==> config.mk <==
export PLATFORM = sky130hd
export DESIGN_NAME = nrf24_rx_cmd_filter
export DESIGN_NICKNAME = d
export VERILOG_FILES = /design/src/rtl/nrf24_rx_cmd_filter.sv
export SDC_FILE = /design/constraint.sdc
export NUM_CORES = 1
export LEC_CHECK = 0
export BUFFER_PORTS_ARGS = -buffer_cell sky130_fd_sc_hd__buf_2
export CELL_PAD_IN_SITES_DETAIL_PLACEMENT = 1
export CELL_PAD_IN_SITES_GLOBAL_PLACEMENT = 1
export CORE_MARGIN = 5
export CORE_UTILIZATION = 49
export DETAILED_ROUTE_END_ITERATION = 12
export PLACE_DENSITY = 0.95
export SYNTH_ARGS = -nofsm -noshare
export SYNTH_HDL_FRONTEND = slang
export SYNTH_SLANG_ARGS = --single-unit
==> constraint.sdc <==
create_clock -name clk -period 6.75 [get_ports clk]
set_input_delay 1.35 -clock clk [delete_from_list [all_inputs] [get_ports clk]]
set_output_delay 1.35 -clock clk [all_outputs]
set_load 0.02 [all_outputs]
==> src/rtl/nrf24_rx_cmd_filter.sv <==
// nrf24_rx_cmd_filter
// Debounces the raw nRF24 receive byte stream into a stable command byte.
// A byte is accepted only after CONFIRM_CNT consecutive identical receptions.
// A link watchdog drives SAFE_VAL once no byte has arrived for TIMEOUT_CYC cycles.
module nrf24_rx_cmd_filter #(
  parameter int          CONFIRM_CNT = 3,
  parameter int          TIMEOUT_CYC = 50_000_000,
  parameter logic [7:0]  SAFE_VAL    = 8'h00
) (
  input  logic        clk,
  input  logic        rst,
  input  logic [7:0]  rx_data,
  input  logic        rx_valid,
  output logic [7:0]  cmd_val,
  output logic        cmd_update,
  output logic        link_ok,
  output logic        link_lost,
  output logic [15:0] rx_byte_cnt
);

  localparam int            TW   = $clog2(TIMEOUT_CYC);
  localparam logic [TW-1:0] TMAX = TW'(TIMEOUT_CYC - 1);
  localparam logic [3:0]    CMAX = 4'(CONFIRM_CNT);

  typedef enum logic [1:0] {S_LOST, S_ACQUIRE, S_LOCKED} state_t;

  state_t        r_state,      w_state;
  logic [7:0]    r_cand,       w_cand;
  logic [3:0]    r_match,      w_match;
  logic [TW-1:0] r_timer,      w_timer;
  logic [7:0]    r_cmd_val,    w_cmd_val;
  logic          r_cmd_update, w_cmd_update;
  logic          r_link_ok,    w_link_ok;
  logic          r_link_lost,  w_link_lost;
  logic [15:0]   r_byte_cnt,   w_byte_cnt;
  logic [3:0]    w_match_upd;
  logic          w_confirm;

  // State and output registers; reset discards every bit of progress at once.
  always_ff @(posedge clk or negedge rst) begin
    if (!rst) begin
      r_state      <= S_LOST;
      r_cand       <= 8'h00;
      r_match      <= 4'd0;
      r_timer      <= '0;
      r_cmd_val    <= SAFE_VAL;
      r_cmd_update <= 1'b0;
      r_link_ok    <= 1'b0;
      r_link_lost  <= 1'b0;
      r_byte_cnt   <= 16'h0000;
    end else begin
      r_state      <= w_state;
      r_cand       <= w_cand;
      r_match      <= w_match;
      r_timer      <= w_timer;
      r_cmd_val    <= w_cmd_val;
      r_cmd_update <= w_cmd_update;
      r_link_ok    <= w_link_ok;
      r_link_lost  <= w_link_lost;
      r_byte_cnt   <= w_byte_cnt;
    end
  end

  // Next-state: a strobe always beats the watchdog; expiry only when the line is idle.
  always_comb begin
    w_state      = r_state;
    w_cand       = r_cand;
    w_match      = r_match;
    w_timer      = r_timer;
    w_cmd_val    = r_cmd_val;
    w_cmd_update = 1'b0;
    w_link_lost  = 1'b0;
    w_byte_cnt   = r_byte_cnt;
    w_match_upd  = 4'd0;
    w_confirm    = 1'b0;

    if (rx_valid) begin
      w_byte_cnt = r_byte_cnt + 16'd1;
      w_timer    = '0;
      if ((rx_data == r_cand) && (r_match != 4'd0)) begin
        w_match_upd = (r_match >= CMAX) ? CMAX : (r_match + 4'd1);
      end else begin
        w_cand      = rx_data;
        w_match_upd = 4'd1;
      end
      w_match = w_match_upd;
      // Re-confirming the value already published while locked is silent.
      w_confirm = (w_match_upd == CMAX) &&
                  ((r_state != S_LOCKED) || (w_cand != r_cmd_val));
      if (w_confirm) begin
        w_cmd_val    = w_cand;
        w_cmd_update = 1'b1;
        w_state      = S_LOCKED;
      end else if (r_state == S_LOST) begin
        w_state = S_ACQUIRE;
      end
    end else if (r_state != S_LOST) begin
      if (r_timer == TMAX) begin
        w_state     = S_LOST;
        w_cmd_val   = SAFE_VAL;
        w_link_lost = 1'b1;
        w_cand      = 8'h00;
        w_match     = 4'd0;
        w_timer     = '0;
      end else begin
        w_timer = r_timer + 1'b1;
      end
    end

    w_link_ok = (w_state == S_LOCKED);
  end

  assign cmd_val     = r_cmd_val;
  assign cmd_update  = r_cmd_update;
  assign link_ok     = r_link_ok;
  assign link_lost   = r_link_lost;
  assign rx_byte_cnt = r_byte_cnt;

endmodule

# Word-level counts from Yosys, hierarchy flattened
# Index checks and enable logic that the tools add are counted.
# Widths: inputs -> output; s select.
[totals]
regBits = 67
latch_bits = 0
mem_bits_rw = 0
romBits = 0
inputBits = 11
wordCells = 56
memories = 0
[classes]
n_addsub = 3
mul = 0
div_mod_pow = 0
magnitude_cmp = 1
n_eq_ne = 7
shift = 0
n_mux = 26
bitwise_logic = 0
n_reduce_logical = 10
[ops]
columns = ["cell", "n"]
rows = [
  ["$mux 26", 3],
  ["$mux 8", 7],
  ["$add 26x1->26 const B", 1],
  ["$eq 26x26->1 const B", 1],
  ["$mux 4", 6],
  ["$add 16x1->16 const B", 1],
  ["$mux 2", 5],
  ["$eq 8x8->1", 1],
  ["$ne 8x8->1", 1],
  ["$reduce_bool 2->1", 3],
  ["$mux 1", 5],
  ["$add 4x1->4 const B", 1],
  ["$eq 4x2->1 const B", 1],
  ["$ge 4x2->1 const B", 1],
  ["$reduce_bool 4->1", 1],
  ["$reduce_and 3->1", 1],
  ["$eq 2x2->1 const B", 1],
  ["$logic_and 1x1->1", 2],
  ["$logic_not 2->1", 1],
  ["$ne 2x1->1 const B", 1],
  ["$ne 2x2->1 const B", 1],
  ["$reduce_and 2->1", 1],
  ["$logic_or 1x1->1", 1],
]

# Longest topological paths before layout
[depth]
word_depth = 10
ltp_mapped = 9
depth_no_buf = 7

# Worst setup path before layout
# OpenSTA, ideal clock, no wires.
[synth_path]
path_kind = "input port to flip-flop"
from = "input rx_data[0]"
to = "register r_cmd_val[0] (netlist: cmd_val[0])"
setup_time_ns = 0.124
t_arrival_ns = 2.902
t_required_ns = 6.626
path_slack_ns = 3.724
cell_stages = 6
path_cell_list = "xor2_1 > a211o_1 > or4_1 > buf_2 > o22a_2 > a211o_1"
[synth_via]
elab_chain_len = 9
elab_cells_between_ends = 14
classes_between = "4 x eq/ne; 6 x mux; 4 x reduce/logical"
[synth_lines]
columns = ["element", "line_no", "rtl"]
rows = [
  ["start, declared", "12", "input logic [7:0] rx_data,"],
  ["$eq 8x8->1", "80", "if ((rx_data == r_cand) && (r_match != 4'd0)) begin"],
  ["$logic_and 1x1->1", "80", ""],
  ["$mux 8", "80", ""],
  ["$mux 8", "77", "if (rx_valid) begin"],
  ["$ne 8x8->1", "89", "((r_state != S_LOCKED) || (w_cand != r_cmd_val));"],
  ["$logic_or 1x1->1", "89", ""],
  ["$logic_and 1x1->1", "88", "w_confirm = (w_match_upd == CMAX) &&"],
  ["$ne 2x1->1 (no source line)", "n/a", ""],
  ["$reduce_and 3->1 (no source line)", "n/a", ""],
  ["end signal, assigned", "56", "r_cmd_val <= w_cmd_val;"],
  ["end, declared", "31", "logic [7:0] r_cmd_val, w_cmd_val;"],
]
# Several ways; a longest one is shown, not always the timed one. The select of a mux whose other input is x is not followed.
# A chain may end at the register's enable or synchronous reset.

# Final worst setup path
[layout_path]
from = "input rx_valid"
to = "register r_cmd_val[0] (netlist: cmd_val[0])"
[layout_via]
elab_chain_len = 2
elab_cells_between_ends = 5
classes_between = "1 x eq/ne; 1 x mux; 3 x reduce/logical"
[layout_lines]
columns = ["element", "line_no", "rtl"]
rows = [
  ["start, declared", "13", "input logic rx_valid,"],
  ["$ne 2x1->1 (no source line) or $reduce_bool 2->1 (tied branches)", "n/a", ""],
  ["$reduce_and 3->1 (no source line)", "n/a", ""],
]
# Several ways; a longest one is shown, not always the timed one.

==> run_results.csv <==
group,metric,value,unit
timing,rsz0062_at_grt,"no",
final_layout,drive_gt1_share,16.6,%
setup_path,worstPathArrival,3.50,ns
die,die_height,94.6,microns
die,io_pins,38,
setup_path,r2r-end,"r_match[1]$_DFFE_PN0P_",
die,rows,30,
setup_path,startpoint,"rx_valid",
final_layout,final_common_cell,"dfrtp_1",
yosys,synth_top_area_share,47.8,%
timing,clock_skew,0.0114,ns
final_layout,nFillCells,789,
clock_network,cts_resized,0,
setup_path,startpoint_type,"input port",
final_layout,areaGrowthSynthToFinish,14.4,%
timing,setup_viol,0,
yosys,synthFlopType,"dfrtp_1",
timing,maxSlewViolCount,0,
power,powerDensity,251,mW/mm^2
clock_network,postCtsHoldBufs,0,
power,p_leak,1.72,nW
setup_path,critPathRequiredTime,6.99,ns
yosys,netlist_area,0.00351,sq mm
setup_path,reg2reg_slack,4.03,ns
final_layout,diodes,0,
grt,grt_max_degree,68,
grt,grt-ovfl-total,0,
grt,grt_antenna_before_repair,0,
yosys,yosysUniqueCellTypes,49,
grt,grt_pass1_wl,15.7,mm
die,coreArea,0.00687,sq mm
timing,timing.fmax,307,MHz
flow_run,max_cap_viol_count,0,
clock_network,clkLatencyLatePin,0.36,ns
worst_hold_path,hold_class,"flip-flop to flip-flop",
clock_network,clk_pin_slew_worst_paths,0.08,ns
worst_hold_path,holdPathStages,1,
route,drc,0,
route,routed_via_density,5.79,
yosys,synthCells,359,
final_layout,mostFrequentLayoutCells,"dfrtp_1 (67), nand2_1 (43), xnor2_1 (38)",
power,p_total,1.01,mW
setup_path,endpoint_kind,"flip-flop",
worst_hold_path,min_from,"rx_byte_cnt[15]$_DFFE_PN0P_",
yosys,synth_edf_count,0,
timing,setup_slack,3.49,ns
placement,hpwl,6.00,mm
setup_path,timing.rr.start,"r_timer[8]$_DFFE_PN0P_",
route,drtIter0Drc,106,
final_layout,ff_latch_area,0.00168,sq mm
timing,min_period,3.26,ns
timing,min_period_over_period,48.3,%
final_layout,final_util,58.5,%
route,ant_nets,0,
yosys,synth_area_leaders,"dfrtp_1 (48%), xnor2_1 (9.5%), nand2_1 (4.6%)",
yosys,syn_nets,374,
worst_hold_path,hold_end,"rx_byte_cnt[15]$_DFFE_PN0P_",
route,wl_per_cell,18.6,microns
power,ir_drop,0.000242,V
timing,relSlewSlack,15.9,%
clock_network,root_buffer,"clkbuf_8",
clock_network,clk_path_buf_depth,2,
clock_network,cts_buffers,9,
placement,gp_congestion,0.863,
final_layout,multi_input_area,0.00173,sq mm
clock_network,post_cts_buffers,0,
route,dr_total_vias,2861,
yosys,yosysTopAreaCell,"dfrtp_1",
yosys,synth-async-reset-ratio,100,%
clock_network,ctsHtreeMaxLevel,3,
grt,gr-usage-all-layers,22.7,%
route,routed_wl,9.20,mm
yosys,syn_area_per_cell,9.77,sq um
final_layout,finalNetCount,408,
yosys,ys_warn_count,0,
timing,fin_setup_tns,0,ns
setup_path,worstPathMaxFanout,47,
die,fp.dieArea,0.00895,sq mm
yosys,synth_seq_area_share,47.8,%
placement,pre_cts_ws,3.18,ns
timing,worstMarginPinSlew,1.25,ns
clock_network,cts_tree,"built",
route,drtPass1Iterations,5,
setup_path,r2r_cells,5,
outcome,outcome,"complete, no violations",
timing,hold_violations,0,
die,fp.dieW,94.6,microns
placement,placed_cell_area,0.00377,sq mm
setup_path,worst-setup-path-type,"input port to flip-flop",
yosys,ys_ff_latch,67,
grt,grt_pass1_vias,3157,
final_layout,fin_area,0.00402,sq mm
placement,portBuffers,37,
die,start_util,51.1,%
clock_network,cts_sinks,67,
-- state kept, by name, summed over array words and instances, names as in the netlist --
| name | flops |
|---|---|
| cmd_update | 1 |
| r_cand | 8 |
| r_state | 2 |
| cmd_val | 8 |
| r_match | 4 |
| r_timer | 26 |
| link_lost | 1 |
| link_ok | 1 |
| rx_byte_cnt | 16 |
-- area by class of cell --
type                       instances  area share [%]
multi-input combinational        267            43.2
sequential                        67            41.8
timing repair buffer              40            5.17
clock buffer                       9            3.09
clock inverter                     7            3.09
tap                               96            2.99
inverter                           8           0.748
-- Yosys cell counts, types with 2 or more instances --
library cell  number
dfrtp_1           67
nand2_1           43
xnor2_1           38
nor2_1            31
nor3_1            17
nand4_1           16
nand3_1           13
clkbuf_1          12
xor2_1            10
a21oi_1            9
or3_1              9
inv_1              8
a211o_1            7
and4_1             7
o211a_1            6
and3_1             5
nor4_1             5
o21ai_0            5
ha_1               4
nor2b_1            4
a22o_1             3
and2_1             3
buf_2              3
or4_1              3
a22oi_1            2
a31oi_1            2
mux2_2             2
mux2i_1            2
nor4b_1            2
o32ai_1            2
-- cell families (layout without fill, tap and decap cells) --
| family | after synthesis | after routing | synth area share, % |
|---|---|---|---|
| simple gates | 167 | 167 | 25.2 |
| flops | 67 | 67 | 47.8 |
| mux | 4 | 4 | 1.21 |
| compound gates | 44 | 44 | 9.42 |
| fa+ha+maj | 4 | 4 | 1.43 |
| buf+inv | 25 | 64 | 3.00 |
| xor+xnor | 48 | 48 | 12.0 |
-- power breakdown --
part	leakage (nW)	switching, mW	internal [mW]
sequential	0.860	0.0344	0.427
clock	0.120	0.173	0.249
combinational	0.738	0.0754	0.0486
total	1.72	0.283	0.724
-- stage by stage --
step           std cells  hold WS (ns)
2_1_floorplan        359         0.466
6_report             494         0.478
4_1_cts              494         0.489
3_3_place_gp         478         0.458
5_1_grt              494         0.521
3_5_place_dp         478         0.476
-- worst max path at each step --
stage	to	cells after the start
6_report	cmd_val[0]$_DFFE_PN0P_	6
5_1_grt	cmd_val[0]$_DFFE_PN0P_	6
4_1_cts	cmd_val[0]$_DFFE_PN0P_	6
3_5_place_dp	cmd_val[0]$_DFFE_PN0P_	6
3_3_place_gp	cmd_val[1]$_DFFE_PN0P_	6
2_1_floorplan	cmd_val[0]$_DFFE_PN0P_	6
-- critical path: stages --
cell and delay [ns]:
buf_2 0.07, buf_4 0.40, o21ai_0 0.21, or4_1 0.75, o22a_2 0.38, a211o_1 0.32
-- routing by layer --
| layer | vias up | GRT usage [%] | share of wire, % |
|---|---|---|---|
| met4 | 0 | 11.4 | 3.1 |
| met5 | - | 0 | 0 |
| li1 | 1342 | - | - |
| met1 | 1421 | 27.5 | 42 |
| met3 | 22 | 5.02 | 3.9 |
| met2 | 76 | 38.1 | 51 |
No activity file was read; power rests on OpenSTA's default activity.
